==> config.mk <==
export PLATFORM = sky130hd
export DESIGN_NAME = grid_loader
export DESIGN_NICKNAME = d
export VERILOG_FILES = /design/src/rtl/grid_loader.sv
export SDC_FILE = /design/constraint.sdc
export NUM_CORES = 2
export LEC_CHECK = 0
export CAP_MARGIN = 20
export CORE_AREA = 2 2 571 573
export CTS_CLUSTER_SIZE = 12
export DETAILED_ROUTE_END_ITERATION = 10
export DIE_AREA = 0 0 573 575
export GPL_TIMING_DRIVEN = 0
export PLACE_DENSITY = 0.4
export SLEW_MARGIN = 15
export SYNTH_ARGS = -nofsm -noshare
export SYNTH_HDL_FRONTEND = slang
export SYNTH_SLANG_ARGS = --single-unit
==> constraint.sdc <==
create_clock -name i_Clk -period 4 [get_ports i_Clk]
set_clock_uncertainty 0.2 [all_clocks]
set_input_delay 0.8 -clock i_Clk [delete_from_list [all_inputs] [get_ports i_Clk]]
set_output_delay 0.8 -clock i_Clk [all_outputs]
set_load 0.01 [all_outputs]
==> src/rtl/grid_loader.sv <==
// grid_loader: builds the 9x9 candidate-mask grid for the solver.
// A serial row-major stream of 81 digits is converted into one-hot masks
// (an empty cell becomes "all candidates"). Once loaded, the grid can be
// overwritten in one cycle by a box-major result grid.
module grid_loader #(
    parameter int         N_CELLS  = 81,
    parameter logic [8:0] MASK_ALL = 9'h1FF
) (
    input  logic                         i_Clk,
    input  logic                         i_Rst_n,
    input  logic                         i_Start,
    input  logic [3:0]                   i_Digit,
    input  logic                         i_Valid,
    output logic                         o_Ready,
    input  logic                         i_Wb_Valid,
    input  logic [2:0][2:0][8:0][8:0]    i_Wb_Grid,
    output logic [8:0][8:0][8:0]         o_Grid,
    output logic [6:0]                   o_Count,
    output logic                         o_Loaded,
    output logic                         o_Busy,
    output logic                         o_Error
);

    localparam logic [1:0] S_IDLE = 2'd0;
    localparam logic [1:0] S_LOAD = 2'd1;
    localparam logic [1:0] S_HOLD = 2'd2;
    localparam logic [1:0] S_ERR  = 2'd3;

    // Digit to candidate mask; 0 means any candidate is possible.
    function automatic logic [8:0] digit_to_mask(input logic [3:0] d);
        logic [8:0] m;
        case (d)
            4'd0:    m = MASK_ALL;
            4'd1:    m = 9'h001;
            4'd2:    m = 9'h002;
            4'd3:    m = 9'h004;
            4'd4:    m = 9'h008;
            4'd5:    m = 9'h010;
            4'd6:    m = 9'h020;
            4'd7:    m = 9'h040;
            4'd8:    m = 9'h080;
            4'd9:    m = 9'h100;
            default: m = 9'h000;
        endcase
        return m;
    endfunction

    logic [1:0]               state_q,  state_d;
    logic [6:0]               count_q,  count_d;
    logic [3:0]               col_q,    col_d;
    logic [3:0]               row_q,    row_d;
    logic [8:0][8:0][8:0]     grid_q,   grid_d;
    logic                     error_q,  error_d;
    logic                     loaded_q, loaded_d;
    logic                     ready_q;
    logic                     busy_q;
    logic [8:0][8:0][8:0]     wb_grid_s;
    logic                     accept_s;
    logic                     legal_s;

    // Box-major to column/row reordering is pure wiring with constant indices.
    for (genvar bi = 0; bi < 3; bi++) begin : g_bi
        for (genvar bj = 0; bj < 3; bj++) begin : g_bj
            for (genvar dx = 0; dx < 3; dx++) begin : g_dx
                for (genvar dy = 0; dy < 3; dy++) begin : g_dy
                    assign wb_grid_s[3*bi+dx][3*bj+dy] = i_Wb_Grid[bi][bj][dy*3+dx];
                end
            end
        end
    end

    assign accept_s = (state_q == S_LOAD) && i_Valid && ready_q;
    assign legal_s  = (i_Digit <= 4'd9);

    // Next-state logic: start/restart, digit acceptance and writeback.
    always_comb begin
        state_d  = state_q;
        count_d  = count_q;
        col_d    = col_q;
        row_d    = row_q;
        grid_d   = grid_q;
        error_d  = error_q;
        loaded_d = 1'b0;
        if (i_Start) begin
            // Start wins over any digit or writeback in the same cycle.
            state_d = S_LOAD;
            count_d = 7'd0;
            col_d   = 4'd0;
            row_d   = 4'd0;
            error_d = 1'b0;
        end else begin
            case (state_q)
                S_LOAD: begin
                    if (accept_s && legal_s) begin
                        grid_d[col_q][row_q] = digit_to_mask(i_Digit);
                        count_d = count_q + 7'd1;
                        if (col_q == 4'd8) begin
                            col_d = 4'd0;
                            row_d = row_q + 4'd1;
                        end else begin
                            col_d = col_q + 4'd1;
                        end
                        if (count_q == 7'(N_CELLS - 1)) begin
                            state_d  = S_HOLD;
                            loaded_d = 1'b1;
                        end else begin
                            state_d = S_LOAD;
                        end
                    end else if (accept_s) begin
                        // Illegal digit: freeze the grid until the next start.
                        error_d = 1'b1;
                        state_d = S_ERR;
                    end else begin
                        state_d = S_LOAD;
                    end
                end
                S_HOLD: begin
                    if (i_Wb_Valid) begin
                        grid_d = wb_grid_s;
                    end else begin
                        grid_d = grid_q;
                    end
                end
                S_IDLE:  state_d = S_IDLE;
                S_ERR:   state_d = S_ERR;
                default: state_d = S_IDLE;
            endcase
        end
    end

    // State, counters, grid and registered status outputs.
    always_ff @(posedge i_Clk or negedge i_Rst_n) begin
        if (!i_Rst_n) begin
            state_q  <= S_IDLE;
            count_q  <= 7'd0;
            col_q    <= 4'd0;
            row_q    <= 4'd0;
            grid_q   <= '0;
            error_q  <= 1'b0;
            loaded_q <= 1'b0;
            ready_q  <= 1'b0;
            busy_q   <= 1'b0;
        end else begin
            state_q  <= state_d;
            count_q  <= count_d;
            col_q    <= col_d;
            row_q    <= row_d;
            grid_q   <= grid_d;
            error_q  <= error_d;
            loaded_q <= loaded_d;
            ready_q  <= (state_d == S_LOAD);
            busy_q   <= (state_d == S_LOAD);
        end
    end

    assign o_Ready  = ready_q;
    assign o_Busy   = busy_q;
    assign o_Grid   = grid_q;
    assign o_Count  = count_q;
    assign o_Loaded = loaded_q;
    assign o_Error  = error_q;

endmodule

==> flow_summary.html <==
<table>
<tr><th>Metric</th><th>Value</th></tr>
<tr><th colspan="2">STA</th></tr>
<tr><td>Fin. Hold Viols</td><td>0</td></tr>
<tr><td>Worst setup margin</td><td>51.0 ps</td></tr>
<tr><td>Setup repair after global routing missed its margin</td><td>false</td></tr>
<tr><td>Count of endpoints failing setup in the final report</td><td>0</td></tr>
<tr><td>Post-route fraction of the period consumed by the critical path</td><td>0.987</td></tr>
<tr><td>Crit path time final</td><td>3950 ps</td></tr>
<tr><td>Worst slew margin</td><td>0.165</td></tr>
<tr><td>Max Clk Rate</td><td>253 MHz</td></tr>
<tr><td>Total count of max-transition violations in the final report</td><td>0</td></tr>
<tr><td>Accumulated negative setup slack</td><td>0 ps</td></tr>
<tr><td>Transition time at the pin with the least slew margin</td><td>1250 ps</td></tr>
<tr><th colspan="2">Global route</th></tr>
<tr><td>Total congestion overflow after global routing</td><td>0</td></tr>
<tr><td>Via count of the first global-routing pass</td><td>37.1k</td></tr>
<tr><td>Initial antenna violation count</td><td>119</td></tr>
<tr><td>Wire length of the first global-routing pass</td><td>449,000 um</td></tr>
<tr><td>GRT Resource Usage Total</td><td>0.212</td></tr>
<tr><td>Largest net degree at the start of global routing</td><td>117</td></tr>
<tr><th colspan="2">Critical path</th></tr>
<tr><td>Launch point of the worst reg-to-reg path</td><td>row_q[1]</td></tr>
<tr><td>Buffers &amp; Inverters on Critical Path</td><td>4</td></tr>
<tr><td>Category of cells accounting for the largest share of critical-path delay</td><td>buffers and inverters</td></tr>
<tr><td>Critical path capture point type</td><td>flop</td></tr>
<tr><td>Highest-delay cell along the critical path</td><td>sky130_fd_sc_hd__nor4_1</td></tr>
<tr><td>Worst endpoint required time</td><td>4570 ps</td></tr>
<tr><td>Reg-to-reg slack, setup</td><td>80 ps</td></tr>
<tr><td>Capturing point of the worst reg2reg path</td><td>o_Grid[255]</td></tr>
<tr><td>Class of the most critical setup path</td><td>in2reg</td></tr>
<tr><td>Maximum single-stage delay on the critical path</td><td>1000 ps</td></tr>
<tr><td>Biggest fanout along the worst timing path</td><td>10</td></tr>
<tr><td>R2R cell count</td><td>7</td></tr>
<tr><td>Crit start category</td><td>input port</td></tr>
<tr><td>Cells along the critical path</td><td>clkdlybuf4s50_1 &gt; buf_2 &gt; nor4_1 &gt; clkbuf_4 &gt; clkbuf_1 &gt; a22oi_1 &gt; o2bb2ai_1</td></tr>
<tr><td>Endpoint arrival time on the critical path</td><td>4520 ps</td></tr>
<tr><th colspan="2">Synthesis</th></tr>
<tr><td>Syn Nets</td><td>3,901</td></tr>
<tr><td>Primary FF master, synth</td><td>sky130_fd_sc_hd__dfrtp_1</td></tr>
<tr><td>Synthesized area divided by synthesized cell count</td><td>11.6 sq um</td></tr>
<tr><td>Sequential cell area fraction in the yosys report</td><td>0.512</td></tr>
<tr><td>Cell type with the highest aggregate area in the netlist</td><td>sky130_fd_sc_hd__dfrtp_1</td></tr>
<tr><td>Top cells by area in the synthesized netlist</td><td>sky130_fd_sc_hd__dfrtp_1 (51%), sky130_fd_sc_hd__mux2i_1 (8.8%), sky130_fd_sc_hd__o2bb2ai_1 (6.8%)</td></tr>
<tr><td>Gate Count Post-Synth</td><td>3,148</td></tr>
<tr><td>Number of enable flip-flop cells after synthesis</td><td>0</td></tr>
<tr><td>Synthesis warning total</td><td>0</td></tr>
<tr><td>Number of library cell types mapped by synthesis</td><td>68</td></tr>
<tr><td>Number of storage elements in the synthesis netlist</td><td>749</td></tr>
<tr><td>Top-area cell type share of the netlist area</td><td>0.512</td></tr>
<tr><td>Cell area after synthesis</td><td>36,600 sq um</td></tr>
<tr><td>Async S/R FF share, synth</td><td>1.00</td></tr>
<tr><th colspan="2">Finish</th></tr>
<tr><td>Layout cell share with drive strength beyond 1</td><td>0.117</td></tr>
<tr><td>Leading cell type in the layout, fill and taps excluded</td><td>sky130_fd_sc_hd__clkdlybuf4s50_1</td></tr>
<tr><td>Commonest non-fill, non-tap cells in the layout</td><td>sky130_fd_sc_hd__clkdlybuf4s50_1 (1,475), sky130_fd_sc_hd__dfrtp_1 (749), sky130_fd_sc_hd__inv_1 (337)</td></tr>
<tr><td>Sequential Area</td><td>18,700 sq um</td></tr>
<tr><td>Filler cell count in the final layout</td><td>35.6k</td></tr>
<tr><td>Total Nets Final</td><td>5,538</td></tr>
<tr><td>Total area of multi-input combinational cells</td><td>15,500 sq um</td></tr>
<tr><td>Synth-to-Final Area Change</td><td>68.2%</td></tr>
<tr><th colspan="2">Route</th></tr>
<tr><td>Initial DRT Pass Iterations</td><td>5</td></tr>
<tr><td>Routed length per instance</td><td>39.1 um</td></tr>
<tr><td>Via count</td><td>36.1k</td></tr>
<tr><td>Remaining antenna violation count</td><td>0</td></tr>
<tr><td>Average vias per placed instance</td><td>3.91</td></tr>
<tr><td>Post-route DRC violation count</td><td>0</td></tr>
<tr><td>Starting DRT DRC Count</td><td>2,780</td></tr>
<tr><td>Sum of routed wire length over all layers</td><td>361,000 um</td></tr>
<tr><th colspan="2">Clock tree</th></tr>
<tr><td>H-tree depth reported by CTS</td><td>3</td></tr>
<tr><td>Worst-skew pair later-pin latency</td><td>860 ps</td></tr>
<tr><td>Clock sink total</td><td>749</td></tr>
<tr><td>Clock-pin slew reported for the worst setup and hold paths after clock tree synthesis</td><td>50 ps</td></tr>
<tr><td>Root Buffer Master</td><td>sky130_fd_sc_hd__clkbuf_16</td></tr>
<tr><td>Inserted Clock Buffers</td><td>109</td></tr>
<tr><td>Clock tree from TritonCTS</td><td>yes</td></tr>
<tr><td>Max Buffers Root-to-Sink</td><td>4</td></tr>
<tr><th colspan="2">Hold path</th></tr>
<tr><td>Destination of the worst hold path</td><td>col_q[1]</td></tr>
<tr><td>Hold Startpoint</td><td>i_Start</td></tr>
<tr><td>Hold path depth</td><td>2</td></tr>
<tr><td>Min-Delay Path Class</td><td>in2reg</td></tr>
<tr><th colspan="2">Die</th></tr>
<tr><td>DIE AREA</td><td>329,000 sq um</td></tr>
<tr><td>Die span in y</td><td>575 um</td></tr>
<tr><td>Placeable core area</td><td>323,000 sq um</td></tr>
<tr><td>Initial Util</td><td>0.113</td></tr>
<tr><td>I/O pin cnt</td><td>1,478</td></tr>
<tr><td>Placement Rows</td><td>209</td></tr>
<tr><td>Chip width</td><td>573 um</td></tr>
<tr><th colspan="2">Power and ir drop</th></tr>
<tr><td>Leak pwr</td><td>26.0 nW</td></tr>
<tr><td>Power density over the cells</td><td>348 nW/um^2</td></tr>
<tr><td>IR drop worst, VDD</td><td>344 uV</td></tr>
<tr><th colspan="2">Placement</th></tr>
<tr><td>Dpl hpwl</td><td>305,000 um</td></tr>
<tr><td>Number of port buffers</td><td>1,476</td></tr>
<tr><td>Routability congestion estimate from global placement</td><td>0.921</td></tr>
<tr><td>Post-placement setup slack</td><td>-1160 ps</td></tr>
<tr><th colspan="2">Job</th></tr>
<tr><td>Count of max-cap constraint violations</td><td>0</td></tr>
<tr><th colspan="2">Run status</th></tr>
<tr><td>Status</td><td>completed</td></tr>
</table>
## report_power, final
group          internal, mW  total, mW  switching (mW)
registers              7.84       8.02           0.178
clock network          5.99       10.3            4.34
logic                  1.37       3.08            1.71
total                  15.2       21.4            6.23
## sequential cells by signal, indices dropped and copies added, names as in the netlist
register	flops
o_Error	1
col_q	4
o_Count	7
o_Grid	729
state_q	2
row_q	4
o_Busy	1
o_Loaded	1
## logic make-up after synthesis
kind of cell	Yosys count	share of synthesized area
adder cells (fa/ha/maj)	15	0.00513
XOR/XNOR	7	0.00168
flip-flops	749	0.512
AND/OR/NAND/NOR	207	0.0358
AO/OA/AOI/OAI	1133	0.251
buffers and inverters	594	0.0682
multiplexers	443	0.126
## through the flow
step                      hold WS [ps]  power (mW)  instance area [sq um]  cells  utilization
after global routing              85.8        22.2                  61400   9200        0.190
after floorplan                    282        8.84                  36600   3148            -
after detailed placement           274        11.3                  57600   8987        0.178
final                              128        21.4                  61500   9239        0.190
after CTS                         61.9        21.8                  61400   9191        0.190
after global placement             272        11.3                  56800   8949        0.176
## cell type report
class	count	share of cell area
clock buffer	157	0.0512
sequential	749	0.305
multi-input combinational	1805	0.252
tap	4325	0.0880
clock inverter	39	0.00848
buffer	257	0.0207
inverter	337	0.0206
antenna	44	0.00179
timing repair buffer	1526	0.253
## synthesized netlist by cell type (15+ instances only)
library cell,number
sky130_fd_sc_hd__nand2_1,47
sky130_fd_sc_hd__mux2_1,47
sky130_fd_sc_hd__nor3_2,15
sky130_fd_sc_hd__clkbuf_1,152
sky130_fd_sc_hd__buf_6,16
sky130_fd_sc_hd__nor2_1,45
sky130_fd_sc_hd__a31oi_4,78
sky130_fd_sc_hd__dfrtp_1,749
sky130_fd_sc_hd__buf_2,73
sky130_fd_sc_hd__a21oi_1,330
sky130_fd_sc_hd__inv_1,337
sky130_fd_sc_hd__ha_1,15
sky130_fd_sc_hd__a22oi_1,285
sky130_fd_sc_hd__a22o_1,94
sky130_fd_sc_hd__mux2_2,70
sky130_fd_sc_hd__o21ai_0,33
sky130_fd_sc_hd__mux2i_1,322
sky130_fd_sc_hd__o2bb2ai_1,285
## timing repair
| action | CTS | global route |
|---|---|---|
| pin swaps | 3 | 1 |
| endpoints found under the setup margin | 239 | 31 |
| setup buffers | 7 | 2 |
| hold endpoints to repair | 55 | 0 |
| gates resized for setup | 11 | 2 |
| hold buffers | 1 | 0 |
## worst max path at each step
stage | slack, ps | endpoint | cells past startpoint | startpoint
CTS | 10 | o_Grid[353] | 8 | i_Digit[0]
global placement | -37480 | o_Grid[510] | 1 | i_Rst_n
global route | 10 | o_Grid[695] | 7 | col_q[0]
detailed placement | -1160 | o_Grid[353] | 10 | i_Digit[0]
finish | 50 | o_Grid[280] | 7 | i_Digit[3]
floorplan | 1350 | o_Grid[165] | 8 | i_Digit[1]
## metal layers
layer,track usage,vias up,part of all wire
met5,0,-,0.0015
li1,-,14930,-
met1,0.243,18814,0.39
met4,0.0696,80,0.038
met2,0.347,1896,0.46
met3,0.0983,408,0.11
No activity file was read; power rests on OpenSTA's default activity.
